**src/rtl/bank_conflict_resolver_n.sv**
```systemverilog
// Splits an edge bundle into conflict-free passes: each pass issues the lowest
// pending lanes whose source/destination bank fields do not collide.
module bank_conflict_resolver_n #(
  parameter int unsigned EDGE_W  = 96,
  parameter int unsigned LANES   = 8,
  parameter int unsigned BANK_W  = 5,
  parameter int unsigned SRC_LSB = 0,
  parameter int unsigned DST_LSB = 32
) (
  input  logic                      clk,
  input  logic                      rst,
  input  logic                      in_valid,
  input  logic [EDGE_W*LANES-1:0]   in_data,
  input  logic [LANES-1:0]          in_mask,
  output logic                      in_ready,
  input  logic [1:0]                mode,
  input  logic                      out_ready,
  output logic [EDGE_W*LANES-1:0]   out_data,
  output logic [LANES-1:0]          out_valid,
  output logic [31:0]               bundle_cnt,
  output logic [31:0]               stall_cnt
);

  localparam int unsigned DATA_W = EDGE_W * LANES;
  localparam int unsigned CNT_W  = 32;

  localparam logic [1:0] MODE_BOTH   = 2'b00;
  localparam logic [1:0] MODE_SRC    = 2'b01;
  localparam logic [1:0] MODE_DST    = 2'b10;

  logic [DATA_W-1:0] out_data_q,   out_data_d;
  logic [LANES-1:0]  out_valid_q,  out_valid_d;
  logic [LANES-1:0]  issued_q,     issued_d;
  logic [CNT_W-1:0]  bundle_cnt_q, bundle_cnt_d;
  logic [CNT_W-1:0]  stall_cnt_q,  stall_cnt_d;

  logic [BANK_W-1:0] src_f [LANES];
  logic [BANK_W-1:0] dst_f [LANES];
  logic [LANES-1:0]  pending;
  logic [LANES-1:0]  grant;
  logic              advance;
  logic              drain;
  logic              blocked;

  function automatic logic lanes_conflict(input logic [1:0] m,
                                          input logic [BANK_W-1:0] si,
                                          input logic [BANK_W-1:0] sj,
                                          input logic [BANK_W-1:0] di,
                                          input logic [BANK_W-1:0] dj);
    logic c;
    c = 1'b0;
    case (m)
      MODE_BOTH: c = (si == sj) || (di == dj);
      MODE_SRC:  c = (si == sj);
      MODE_DST:  c = (di == dj);
      default:   c = 1'b0;
    endcase
    return c;
  endfunction

  // Bank fields of every lane.
  always_comb begin
    for (int i = 0; i < int'(LANES); i++) begin
      src_f[i] = in_data[EDGE_W*i + SRC_LSB +: BANK_W];
      dst_f[i] = in_data[EDGE_W*i + DST_LSB +: BANK_W];
    end
  end

  assign pending = in_mask & ~issued_q;
  assign drain   = (out_valid_q == '0) || out_ready;
  assign advance = in_valid && drain;

  // Priority grant: a lane yields to any lower lane already granted this pass.
  always_comb begin
    grant   = '0;
    blocked = 1'b0;
    for (int i = 0; i < int'(LANES); i++) begin
      blocked = 1'b0;
      for (int j = 0; j < i; j++) begin
        if (grant[j] && lanes_conflict(mode, src_f[i], src_f[j], dst_f[i], dst_f[j]))
          blocked = 1'b1;
      end
      if (advance && pending[i] && !blocked)
        grant[i] = 1'b1;
    end
  end

  assign in_ready = !rst && advance && ((pending & ~grant) == '0);

  always_comb begin
    out_data_d   = out_data_q;
    out_valid_d  = out_valid_q;
    issued_d     = issued_q;
    bundle_cnt_d = bundle_cnt_q;
    stall_cnt_d  = stall_cnt_q;

    if (advance) begin
      out_valid_d = grant;
      out_data_d  = in_data;
    end else if (drain) begin
      out_valid_d = '0;
    end

    if (in_ready)
      issued_d = '0;
    else if (advance)
      issued_d = issued_q | grant;

    if (in_ready && (bundle_cnt_q != '1))
      bundle_cnt_d = bundle_cnt_q + CNT_W'(1);
    if (advance && !in_ready && (stall_cnt_q != '1))
      stall_cnt_d = stall_cnt_q + CNT_W'(1);
  end

  always_ff @(posedge clk or posedge rst) begin
    if (rst) begin
      out_data_q   <= '0;
      out_valid_q  <= '0;
      issued_q     <= '0;
      bundle_cnt_q <= '0;
      stall_cnt_q  <= '0;
    end else begin
      out_data_q   <= out_data_d;
      out_valid_q  <= out_valid_d;
      issued_q     <= issued_d;
      bundle_cnt_q <= bundle_cnt_d;
      stall_cnt_q  <= stall_cnt_d;
    end
  end

  assign out_data   = out_data_q;
  assign out_valid  = out_valid_q;
  assign bundle_cnt = bundle_cnt_q;
  assign stall_cnt  = stall_cnt_q;

endmodule

```
**config.mk**
```make
export PLATFORM = sky130hd
export DESIGN_NAME = bank_conflict_resolver_n
export DESIGN_NICKNAME = d
export VERILOG_FILES = /design/src/rtl/bank_conflict_resolver_n.sv
export SDC_FILE = /design/constraint.sdc
export NUM_CORES = 2
export LEC_CHECK = 0
export CORE_AREA = 5 5 635 637
export CTS_CLUSTER_DIAMETER = 30
export DETAILED_ROUTE_END_ITERATION = 16
export DIE_AREA = 0 0 640 642
export HOLD_SLACK_MARGIN = 0.12
export PLACE_DENSITY_LB_ADDON = 0.25
export SYNTH_ARGS = -nofsm -noshare
export SYNTH_HDL_FRONTEND = slang
export SYNTH_SLANG_ARGS = --single-unit
```
**constraint.sdc**
```tcl
create_clock -name clk -period 31.5 [get_ports clk]
set_input_delay 6.3 -clock clk [delete_from_list [all_inputs] [get_ports clk]]
set_output_delay 6.3 -clock clk [all_outputs]
set_load 0.05 [all_outputs]
```
==> metrics.md <==
| Metric | Value |
|---|---|
| Status | `completed` |
| Startpoint types | `input port` |
| Storage element area | `21200 sq um` |
| Fin. Hold Viols | `0` |
| Post-CTS setup buffers | `0` |
| Ports | `1623` |
| CTS resizes | `0` |
| Switching power | `0.00372 W` |
| Max Freq | `0.0563 GHz` |
| Relative slew margins | `20.8%` |
| Routed Antenna Nets | `0` |
| Yosys reg bits | `848` |
| Fraction of the yosys area taken by sequential cells | `58.4%` |
| Clock Tree Root | `clkbuf_16` |
| Mapped Area | `36300 sq um` |
| WS Path Type | `input port to output pin` |
| Die Area | `411000 sq um` |
| Adder-Cell Fraction of Synth Area | `0.0688%` |
| Vias in the first global route | `38693` |
| Layout Utilization | `17.4%` |
| Leakage | `30.6 nW` |
| Clock skew | `60.3 ps` |
| Multi-input logic area | `14000 sq um` |
| Setup crit end kind | `output pin` |
| 1st-pass router iterations | `5` |
| Worst-path fanout max | `9` |
| Hold buffers post-CTS | `0` |
| Initial DRC Count | `2061` |
| First-pass GRT wire length | `393000 microns` |
| PD cells | `120 nW/um^2` |
| Xor/xnor share of the synthesized area | `8.24%` |
| Clock transition at path regs | `40 ps` |
| Cell Rows | `232` |
| Clock Power Share | `36.7%` |
| Internal power | `0.00461 W` |
| Max Root-Sink Buffers | `4` |
| Slowest CP cell | `clkdlybuf4s50_1` |
| DRC viols | `0` |
| Syn_nets | `4941` |
| Sink Count | `848` |
| Dpl ws | `13530 ps` |
| EDFF count, synth | `0` |
| H-tree depth | `5` |
| Hold crit path type | `register to register` |
| Setup violations, final | `0` |
| Period Utilization, post-route | `56.4%` |
| Distinct cells, synth | `55` |
| Worst hold slack | `466 ps` |
| Met3 routed WL | `36900 microns` |
| Max-slew violations | `0` |
| Final nets | `6668` |
| Fillcell total | `44266` |
| Comb power frac | `42.2%` |
| CTS tree | `built` |
| Worst IR drop on VDD | `0.0000509 V` |
| Switch share | `44.7%` |
| Initial antenna violation count | `141` |
| Wire per inst | `26.7 microns` |
| Area grow syn2layout | `90.5%` |
| Simple-gate share of the synthesized area | `28.6%` |
| Met1 WL | `106000 microns` |
| Largest family of logic cells by synthesized area | `simple AND/OR/NAND/NOR gates` |
| Synth warn | `0` |
| Setup ws final | `13740 ps` |
| Crit-path cells | `clkdlybuf4s50_1 > xor2_1 > nor4_2 > a22oi_1 > o211a_1 > o311ai_2 > nand4_1 > a211oi_1 > o211ai_4 > buf_4 > inv_1 > clkdlybuf4s50_1` |
| Primary FF master, synth | `dfrtp_1` |
| RSZ-0062 raised after global routing | `false` |
| CP arrival | `11460 ps` |
| Routed met2 length | `154000 microns` |
| Worst-Skew Late Latency | `890 ps` |
| Overflow after GRT | `0` |
| Syn Area/Cell | `8.74 sq um` |
| Max incr delay on CP | `1090 ps` |
| Highest metal used | `met5` |
| Core area | `397000 sq um` |
| Complex-gate fraction of the synthesized area | `1.43%` |
| Placer Congestion | `0.882` |
| Cell repeated most along the worst path | `clkdlybuf4s50_1` |
| Initial core utilization | `9.15%` |
| Vias/cell | `3.23` |
| Max cap viols | `0` |
| Mux cell area share after synthesis | `0.0620%` |
| Die Width | `640 microns` |
| Post-synth ARST share | `100%` |
| Sequential power share | `21.1%` |
| Num CTS Buffers | `305` |
| Post-DP HPWL | `253000 microns` |
| Sum Neg Setup Slack | `0 ps` |
| Layout cells sized above 1 | `9.77%` |
| Worst Tran Pin Value | `1180 ps` |
| Final Critical Period | `17760 ps` |
| Cells after Synth | `4157` |
| Largest net degree at the start of global routing | `152` |
| Via count | `36918` |
| Vert. Die Dim | `642 microns` |
| Final WL | `305000 microns` |
| Worst path required time | `25200 ps` |
| Port Buffers | `1622` |
| GRT Total Usage | `14.2%` |
flip-flops by register name (all words and copies together), names as in the netlist:
signal / flops
out_data: 768
out_valid: 8
stall_cnt: 32
bundle_cnt: 32
issued_q: 8
metal layers:
layer | track usage, % | vias to the layer above
met2 | 25.5 | 1613
met3 | 7.84 | 516
li1 | - | 16477
met4 | 3.12 | 74
met5 | 0 | -
met1 | 14.4 | 18238
worst paths after layout:
path,start,end,slack [ps],depth (start not counted)
worst max-delay path,in_data[131],in_ready,13740,12
worst min-delay path,out_data[115],out_data[115],470,2
worst max register to register,out_valid[5],stall_cnt[1],26750,12
worst min register to register,out_data[115],out_data[115],470,2
max in group asynchronous,rst,out_data[565],22570,5
min in group asynchronous,rst,out_data[290],6050,2
cell type report:
cell class,instances,share of cell area [%]
Tap cell,5265,9.52
Antenna cell,31,0.112
Clock inverter,114,2.22
Clock buffer,432,13.0
Multi-Input combinational cell,3027,20.2
Sequential cell,848,30.7
Inverter,12,0.0759
Timing Repair Buffer,1690,24.2
critical path: cells and delay by family:
family / cells / cell delay, ps
xor+xnor: 1 / 360
buf+inv: 4 / 2300
simple gates: 2 / 620
compound gates: 5 / 1820
cell families after synthesis:
group	count (synthesis)
adders and majority gates	2
DFF	848
xor gates and xnor gates	342
buffers and inverters	282
and+or+nand+nor	2612
muxes	2
AOI/OAI and AO/OA	69
power by group through the flow:
stage | logic [W] | clock network, W | registers, W
final | 0.00351 | 0.00306 | 0.00175
after global routing | 0.00370 | 0.00320 | 0.00181
after CTS | 0.00361 | 0.00314 | 0.00176
after detailed placement | 0.00360 | 0 | 0.00177
after global placement | 0.00361 | 0 | 0.00176
after floorplan | 0.000531 | 0 | 0.00311
per-stage QoR:
stage	power, W	instance area (sq um)	cells
floorplan	0.00364	36300	4157
global placement	0.00536	58600	10842
detailed placement	0.00537	58600	10842
CTS	0.00851	69100	11388
global route	0.00871	69200	11397
finish	0.00832	69200	11419
cell usage in the layout, fill, tap and decap left out, types with 39 or more instances in the layout:
cell type,synthesis,layout
buf_4,3,69
nor3_1,39,39
clkdlybuf4s50_1,0,1619
clkinv_2,0,52
clkbuf_8,0,84
xor2_1,104,104
dfrtp_1,848,848
clkbuf_16,0,306
nand2_1,2348,2347
nand4_1,73,73
clkbuf_1,205,42
xnor2_1,238,238
cells in the mapped netlist (8+ instances only):
cell      count  area, sq um
dfrtp_1     848        21200
and3_1       22          138
inv_1        12         45.0
xnor2_1     238         2080
a21oi_1       8         40.0
nor4_1        8         50.1
buf_1        17         63.8
a211oi_1      8         60.1
nor4_2        8          100
nor2_1       27          101
clkbuf_1    205          769
or3_1        23          144
nand4_1      73          457
buf_2        41          205
xor2_1      104          911
nand2_1    2348         8810
nand3_1      23          115
nor3_1       39          195
o31ai_1       9         67.6
o21ai_0       8         40.0
and2_1       11         68.8
Note: power is estimated with default switching activity, not from simulation.
